==> src/rtl/uart_tx_periph_pkg.sv <==
// rtl/uart_tx_periph_pkg.sv - shared register map, status bit positions and frame FSM states
package uart_tx_periph_pkg;

    localparam logic [31:0] TXD_OFF = 32'h18;
    localparam logic [31:0] CON_OFF = 32'h20;

    localparam int CON_DONE_BIT = 2;
    localparam int CON_BUSY_BIT = 4;
    localparam int CON_FULL_BIT = 5;

    typedef enum logic [1:0] {
        S_IDLE  = 2'd0,
        S_START = 2'd1,
        S_DATA  = 2'd2,
        S_STOP  = 2'd3
    } tx_state_e;

endpackage

==> src/rtl/uart_baud_tick.sv <==
// rtl/uart_baud_tick.sv - bit-period counter, tick on the last clock of each period
module uart_baud_tick #(
    parameter int DIV = 16
) (
    input  logic clk,
    input  logic reset,
    input  logic restart,
    output logic tick
);
    localparam int CW = (DIV > 1) ? $clog2(DIV) : 1;
    localparam logic [CW-1:0] LAST = CW'(DIV - 1);

    logic [CW-1:0] r_cnt;

    always_ff @(posedge clk) begin
        if (reset || restart || r_cnt == LAST) begin
            r_cnt <= '0;
        end else begin
            r_cnt <= r_cnt + 1'b1;
        end
    end

    assign tick = (r_cnt == LAST);

endmodule

==> src/rtl/uart_tx_periph.sv <==
// rtl/uart_tx_periph.sv - memory-mapped 8N1 UART transmitter with one-deep holding buffer
module uart_tx_periph #(
    parameter int          CLK_FREQ = 50000000,
    parameter int          BAUD     = 9600,
    parameter logic [31:0] BASE     = 32'h40000000
) (
    input  logic        clk,
    input  logic        reset,
    input  logic [31:0] addr,
    input  logic [31:0] wdata,
    input  logic        MemWrite,
    input  logic        MemRead,
    output logic [31:0] rdata,
    output logic        tx
);
    import uart_tx_periph_pkg::*;

    localparam int          DIV      = CLK_FREQ / BAUD;
    localparam logic [31:0] TXD_ADDR = BASE + TXD_OFF;
    localparam logic [31:0] CON_ADDR = BASE + CON_OFF;

    tx_state_e   r_state;
    logic [7:0]  r_shift;
    logic [2:0]  r_bitcnt;
    logic        r_tx;
    logic [7:0]  r_buf;
    logic        r_buf_full;
    logic        r_tx_done;

    logic        w_sel_txd;
    logic        w_sel_con;
    logic        w_rd_con;
    logic        w_tick;
    logic        w_take;
    logic        w_accept;
    logic [31:0] w_con;
    logic        w_unused;

    assign w_sel_txd = (addr[31:2] == TXD_ADDR[31:2]);
    assign w_sel_con = (addr[31:2] == CON_ADDR[31:2]);
    assign w_rd_con  = MemRead && w_sel_con;
    assign w_unused  = &{1'b0, addr[1:0], wdata[31:8]};

    // Counter is held at zero while idle so every frame starts a fresh bit period.
    uart_baud_tick #(.DIV(DIV)) u_baud (
        .clk     (clk),
        .reset   (reset),
        .restart (r_state == S_IDLE),
        .tick    (w_tick)
    );

    // The buffer drains into the shifter either from idle or at the end of a stop bit;
    // a write landing on that same edge refills the buffer.
    assign w_take   = r_buf_full && ((r_state == S_IDLE) || (r_state == S_STOP && w_tick));
    assign w_accept = MemWrite && w_sel_txd && (!r_buf_full || w_take);

    always_comb begin
        w_con               = '0;
        w_con[CON_DONE_BIT] = r_tx_done;
        w_con[CON_BUSY_BIT] = (r_state != S_IDLE);
        w_con[CON_FULL_BIT] = r_buf_full;
    end

    always_comb begin
        rdata = '0;
        if (MemRead && w_sel_txd) begin
            rdata = {24'd0, r_buf};
        end else if (w_rd_con) begin
            rdata = w_con;
        end
    end

    always_ff @(posedge clk) begin
        if (reset) begin
            r_state    <= S_IDLE;
            r_shift    <= '0;
            r_bitcnt   <= '0;
            r_tx       <= 1'b1;
            r_buf      <= '0;
            r_buf_full <= 1'b0;
            r_tx_done  <= 1'b0;
        end else begin
            if (w_accept) begin
                r_buf <= wdata[7:0];
            end
            r_buf_full <= w_accept || (r_buf_full && !w_take);

            if (r_state == S_STOP && w_tick) begin
                r_tx_done <= 1'b1;
            end else if (w_rd_con) begin
                r_tx_done <= 1'b0;
            end

            case (r_state)
                S_IDLE: begin
                    if (r_buf_full) begin
                        r_shift <= r_buf;
                        r_tx    <= 1'b0;
                        r_state <= S_START;
                    end
                end
                S_START: begin
                    if (w_tick) begin
                        r_tx     <= r_shift[0];
                        r_bitcnt <= '0;
                        r_state  <= S_DATA;
                    end
                end
                S_DATA: begin
                    if (w_tick) begin
                        if (r_bitcnt == 3'd7) begin
                            r_tx    <= 1'b1;
                            r_state <= S_STOP;
                        end else begin
                            r_shift  <= r_shift >> 1;
                            r_tx     <= r_shift[1];
                            r_bitcnt <= r_bitcnt + 3'd1;
                        end
                    end
                end
                S_STOP: begin
                    if (w_tick) begin
                        if (r_buf_full) begin
                            r_shift <= r_buf;
                            r_tx    <= 1'b0;
                            r_state <= S_START;
                        end else begin
                            r_state <= S_IDLE;
                        end
                    end
                end
                default: r_state <= S_IDLE;
            endcase
        end
    end

    assign tx = r_tx;

endmodule
==> config.mk <==
export PLATFORM = sky130hd
export DESIGN_NAME = uart_tx_periph
export DESIGN_NICKNAME = d
export VERILOG_FILES = /design/src/rtl/uart_tx_periph_pkg.sv /design/src/rtl/uart_baud_tick.sv /design/src/rtl/uart_tx_periph.sv
export SDC_FILE = /design/constraint.sdc
export NUM_CORES = 1
export LEC_CHECK = 0
export CORE_MARGIN = 1
export CORE_UTILIZATION = 43
export CTS_CLUSTER_DIAMETER = 120
export CTS_CLUSTER_SIZE = 14
export DETAILED_ROUTE_END_ITERATION = 7
export HOLD_SLACK_MARGIN = 0.05
export PLACE_DENSITY_LB_ADDON = 0.08
export REMOVE_ABC_BUFFERS = 1
export SYNTH_ARGS = -nofsm -noshare
export SYNTH_HDL_FRONTEND = slang
export SYNTH_HIERARCHICAL = 1
export SYNTH_SLANG_ARGS = --single-unit
==> constraint.sdc <==
create_clock -name clk -period 4.1 [get_ports clk]
set_clock_uncertainty 0.2 [all_clocks]
set_input_delay 0.615 -clock clk [delete_from_list [all_inputs] [get_ports clk]]
set_output_delay 0.615 -clock clk [all_outputs]
set_load 0.1 [all_outputs]
==> results of run 1 <==
[where the power goes]
| group | switching (µW) | internal, µW |
|---|---|---|
| Combinational | 111 | 40.4 |
| Sequential | 0.0000000823 | 359 |
| Clock | 125 | 118 |
| Total | 236 | 517 |
[sequential cells by signal, indices dropped and copies added (netlist names)]
signal	cells
r_tx_done	1
r_state	2
r_buf	8
r_buf_full	1
r_bitcnt	3
tx	1
r_shift	8
u_baud/r_cnt	13
[cells by family after synthesis]
kind of cell    synth area share, %
simple gates                   29.6
flops                          31.1
other cells                   0.157
mux                            10.9
compound gates                 12.9
buf+inv                        10.1
fa+ha+maj                      4.20
xor+xnor                       1.10
[path summary, 6_finish.rpt]
check                                       end  cells after the start
worst max-delay path                   rdata[3]                      6
worst min-delay path            u_baud/r_cnt[0]                      1
worst min register to register  u_baud/r_cnt[0]                      1
worst max register to register         r_buf[7]                      7
[per-stage QoR]
stage	utilization (%)	instance area, µm²	setup WS, ns	hold slack [ns]
finish	56.8	2980	0.812	0.288
detailed placement	55.2	2890	0.776	0.279
floorplan	-	2250	-0.0339	0.248
global route	56.8	2980	0.681	0.302
CTS	56.8	2980	0.771	0.290
global placement	55.2	2890	0.769	0.268
[placed cells by master, fill, tap and decap left out, drive strengths merged, types with 4 or more instances in the layout]
| master | count |
|---|---|
| mux2i | 17 |
| conb | 24 |
| a211oi | 7 |
| buf | 10 |
| a22oi | 6 |
| o21ai | 7 |
| clkbuf | 6 |
| nand2b | 18 |
| and3 | 7 |
| nor2 | 18 |
| nand3 | 7 |
| clkdlybuf4s50 | 42 |
| dfxtp | 37 |
| nand2 | 10 |
| nor4 | 10 |
| mux2 | 8 |
| nand4 | 4 |
| ha | 8 |
| nor3 | 13 |
| inv | 5 |
[cell usage after synthesis, drive strengths merged, types with 5 or more instances]
master  instances  area (µm²)
nand2          10        37.5
mux2            8        90.1
nor2           18        67.6
dfxtp          37         741
buf            27         200
nand2b         18         113
a211oi          7        82.6
nor3           13        85.1
nor4           10         120
mux2i          17         170
a22oi           6        45.0
and3            7        43.8
o21ai           7        35.0
ha              8         100
nand3           7        35.0
clkbuf          6        22.5
inv             5        18.8
[per-layer routing]
layer	vias up	wire length [µm]
li1	986	-
met1	906	2460
met2	79	2310
met3	4	362
met4	0	41
met5	-	0
[layout make-up]
| class | instances | share of cell area [%] |
|---|---|---|
| tap | 70 | 2.94 |
| clock inverter | 2 | 0.336 |
| sequential | 37 | 24.9 |
| timing repair buffer | 52 | 18.8 |
| clock buffer | 6 | 2.44 |
| multi-input combinational | 205 | 50.0 |
| inverter | 5 | 0.631 |
==> reports/metrics.cfg, run 1 <==
[routing]
firstDrtPassIters = 5
vias = 1975
via_per_inst = 5.24
ant_nets = 0
drcViolationCount = 0
drtIter0Drc = 87
wl_um = 5170
avgRoutedWirePerCell_um = 13.7

[worst_hold_path]
hold_path_class = register to register
hold_start = u_baud/r_cnt[0]

[global_routing]
grt_pass1_vias = 1756
met1_usage_pct = 24.8
grt_pass1_wl_um = 8550
busiest_layer = met2
grt_overflow = 0
grt_usage_pct = 18.1
antenna_found_initial = 0
met3_usage_pct = 5.27
grt_max_degree = 33
met2_usage_pct = 27.7

[pwr]
ir_drop_mv = 0.180
p_leak_uw = 0.00111
power_density_mw_per_mm2 = 253
finalPower_uw = 754

[timing]
maxClockFrequency_mhz = 304
final.period_utilization_pct = 80.2
min_period_ns = 3.29
fin_setup_tns_ns = 0
maxSlewHeadroom_pct = 35.7
worst_pin_slew_ns = 0.962
rsz0062_at_grt = false
hold_viol = 0
finalSetupViolations = 0
slew_violations = 0

[clock_network]
cts.path.max_buffers = 2
cts.clk_slew.worst_paths_ns = 0.07
cts.sink_count = 37
clock_latency_ns = 0.28
postCtsSetupRepairBufs = 0
holdBufCountCts = 0
h-tree-depth = 2
cts_buffers = 5
cts_tree = built
root_buffer = clkbuf_8
post_cts_resize_count = 0

[worst_setup_path]
cp.required_ns = 3.28
r2r_slack_ns = 1.22
critPathTopFamily = simple AND/OR/NAND/NOR gates
worstPathArrival_ns = 2.47
start_kind = input port
cp_slowest_stage_delay_ns = 0.43
cpMaxStageDelayCell = clkdlybuf4s50_1
path_cells = clkdlybuf4s50_1 -> nor4_2 -> nand4_2 -> nor2_1 -> and3_1 -> buf_12
worst-setup-path-type = input port to output pin
crit_fanout = 6
cp-startpoint = addr[2]
cp.buffers_inverters = 2
critPathCaptureType = output pin
r2r-start = u_baud/r_cnt[4]

[placement]
portBuffers = 50
dp_hpwl_um = 3780
gp_congestion = 0.789
dp_cells = 369

[floorplan]
die-area_mm2 = 0.00584
initial_utilization_pct = 45.5
rows = 26
io_pins = 101
die_w_um = 76.5
fp.dieH_um = 76.5
core_area_mm2 = 0.00524

[finish]
n_antenna_cell = 0
synthToLayoutAreaGrowth_pct = 24.8
finalNonFillerCells = 377
multiInputGateArea_mm2 = 0.00149
nets = 382
fillCellCount = 490
drive_above_1_share_pct = 16.3
final-seq-area_um2 = 741

[synth]
yosysWarnings = 6
synth_edf_count = 0
synth_area_mm2 = 0.00238
ys_ff_latch = 37
ys.flop_type = dfxtp_1
synth_cells = 257
syn_avg_cell_area_um2 = 9.27
ys_types = 55
ys_seq_area_share_pct = 31.1
synth_async_sr_flop_share_pct = 0

[outcome]
status = finished, final reports clean

[flow_run]
drv_cap = 0

Note: power is estimated with default switching activity, not from simulation.
==> inputs of run 2 (changes only) <==
--- a/config.mk
+++ b/config.mk
@@ -6,7 +6,7 @@
 export NUM_CORES = 1
 export LEC_CHECK = 0
 export CORE_MARGIN = 1
-export CORE_UTILIZATION = 43
+export CORE_UTILIZATION = 39
 export CTS_CLUSTER_DIAMETER = 120
 export CTS_CLUSTER_SIZE = 14
 export DETAILED_ROUTE_END_ITERATION = 7
==> constraint.sdc (replaced) <==
create_clock -name clk -period 2.9 [get_ports clk]
set_clock_uncertainty 0.2 [all_clocks]
set_input_delay 0.435 -clock clk [delete_from_list [all_inputs] [get_ports clk]]
set_output_delay 0.435 -clock clk [all_outputs]
set_load 0.1 [all_outputs]
==> run 2 against run 1 <==
Compared with the run above:
- sequential power rose by 42%
- power rose by 49%
- cell count rose by 4.0%
- largest cell class unchanged
- setup slack got worse by 0.62 ns
- first-iteration DRC count fell by 34%
- critical path type unchanged
==> reports/metrics.cfg, run 2 (synthesis results as in run 1) <==
[worst_setup_path]
r2r-start = u_baud/r_cnt[3]  ; was u_baud/r_cnt[4]
worst-setup-path-type = input port to output pin  ; unchanged
crit_fanout = 4  ; was 6
cp-startpoint = addr[18]  ; was addr[2]
critPathCaptureType = output pin  ; unchanged
cp.required_ns = 2.27  ; was 3.28 ns
start_kind = input port  ; unchanged
worstPathArrival_ns = 2.07  ; was 2.47 ns

[global_routing]
grt_pass1_vias = 1754  ; was 1756
grt_overflow = 0  ; unchanged
grt_max_degree = 33  ; unchanged
grt_pass1_wl_um = 8420  ; was 8550 µm
grt_usage_pct = 16.9  ; was 18.1%
antenna_found_initial = 0  ; unchanged

[routing]
vias = 1961  ; was 1975
avgRoutedWirePerCell_um = 13.0  ; was 13.7 µm
drtIter0Drc = 57  ; was 87
via_per_inst = 5.00  ; was 5.24
ant_nets = 0  ; unchanged
drcViolationCount = 0  ; unchanged
wl_um = 5110  ; was 5170 µm
firstDrtPassIters = 4  ; was 5

[timing]
worst_pin_slew_ns = 0.691  ; was 0.962 ns
min_period_ns = 2.70
maxSlewHeadroom_pct = 54.0  ; was 35.7%
fin_ws_ns = 0.196  ; was 0.812 ns
finalSetupViolations = 0  ; unchanged
slew_violations = 0  ; unchanged
maxClockFrequency_mhz = 370
hold_viol = 0  ; unchanged
final.period_utilization_pct = 93.2
timing.hold.ws_ns = 0.274  ; was 0.288 ns
rsz0062_at_grt = false  ; unchanged

[floorplan]
fp.dieH_um = 80.2  ; was 76.5 µm
core_area_mm2 = 0.00592  ; was 0.00524 mm²
die_w_um = 80.2  ; was 76.5 µm
rows = 28  ; was 26
io_pins = 101  ; unchanged
die-area_mm2 = 0.00643  ; was 0.00584 mm²
initial_utilization_pct = 40.3  ; was 45.5%

[placement]
dp_hpwl_um = 3770  ; was 3780 µm
place_ws_ns = 0.148  ; was 0.776 ns
gp_congestion = 0.743  ; was 0.789
portBuffers = 50  ; unchanged
dpl-instance-area_mm2 = 0.00301  ; was 0.00289 mm²

[finish]
fin_util_pct = 52.6  ; was 56.8%
final_cell_mix = 41 x clkdlybuf4s50_1, 37 x dfxtp_1, 24 x conb_1  ; was 42 x clkdlybuf4s50_1, 37 x dfxtp_1, 24 x conb_1
drive_above_1_share_pct = 19.9  ; was 16.3%
largest-register = u_baud/r_cnt  ; unchanged
largest_reg_flops = 13  ; unchanged
synthToLayoutAreaGrowth_pct = 30.7  ; was 24.8%
final_common_cell = clkdlybuf4s50_1  ; unchanged
fin_area_mm2 = 0.00312  ; was 0.00298 mm²
nets = 392  ; was 382
n_antenna_cell = 0  ; unchanged
reg_top3 = u_baud/r_cnt: 13 flops, r_buf: 8 flops, r_shift: 8 flops  ; unchanged

[clock_network]
cts_tree = built  ; unchanged
cts_buffers = 5  ; unchanged
cts.clk_slew.worst_paths_ns = 0.07  ; about the same
cts.path.max_buffers = 2  ; unchanged
root_buffer = clkbuf_8  ; unchanged
cts.sink_count = 37  ; unchanged
clock_latency_ns = 0.29  ; was 0.28 ns
h-tree-depth = 2  ; unchanged
postCtsSetupRepairBufs = 0  ; unchanged

[worst_hold_path]
hold_start = tx  ; was u_baud/r_cnt[0]
hold_path_class = register to register  ; unchanged

[pwr]
p_leak_uw = 0.00118  ; was 0.00111 µW
power_density_mw_per_mm2 = 361  ; was 253 mW/mm²
ir_drop_mv = 0.273  ; was 0.180 mV
finalPower_uw = 1120  ; was 754 µW

[outcome]
status = finished, final reports clean  ; unchanged

[flow_run]
drv_cap = 0  ; unchanged

==> run 2: cell count changes in the layout (fill, tap and decap cells not counted), sizes merged <==
cell	change
buf	+11
clkbuf	+1
clkdlybuf4s50	-1
clkinv	-1
==> run 2: final timing paths <==
path / endpoint / slack (ns) / cells past startpoint
max reg2reg: r_shift[7] / 0.26 / 7
min reg2reg: tx / 0.27 / 1
max: rdata[2] / 0.20 / 8
min: tx / 0.27 / 1
==> run 2: layout make-up <==
cell class / count / area [µm²]
fillers: 565 / 2810
repair buffers: 62 / 668
well taps: 75 / 93.8
flip-flops and latches: 37 / 741
multi-input cells: 205 / 1490
clock inverters: 1 / 5.00
inverters: 5 / 18.8
clock buffers: 7 / 96.3
==> run 2: metrics by stage <==
stage	std cells	setup TNS, ns
after CTS	392	0
after global placement	384	0
final	392	0
after floorplan	247	-2.62
after detailed placement	384	0
after global routing	392	0
==> run 2: what timing repair did <==
action                     CTS  global route
gates resized for setup      0             1
setup endpoints to repair    0             1
hold buffers                 0             0
==> run 2: routing by layer <==
metal  vias to the layer above  GRT usage (%)  share of wire [%]
met5                         -              0                  0
met4                         0           4.82               0.74
met3                         4           4.20                6.0
met2                        55           26.9                 45
met1                       890           22.4                 49
li1                       1012              -                  -
==> run 2: power breakdown <==
| group | internal, µW | switching, µW |
|---|---|---|
| Sequential | 508 | 0.000000111 |
| Combinational | 58.1 | 157 |
| Clock | 215 | 187 |
| Total | 781 | 344 |
==> run 2: critical path: stages <==
cell	delay, ns
clkdlybuf4s50_1	0.41
nor3_2	0.20
buf_4	0.15
and4_1	0.27
a22oi_1	0.09
nor3_1	0.20
buf_4	0.16
buf_12	0.16
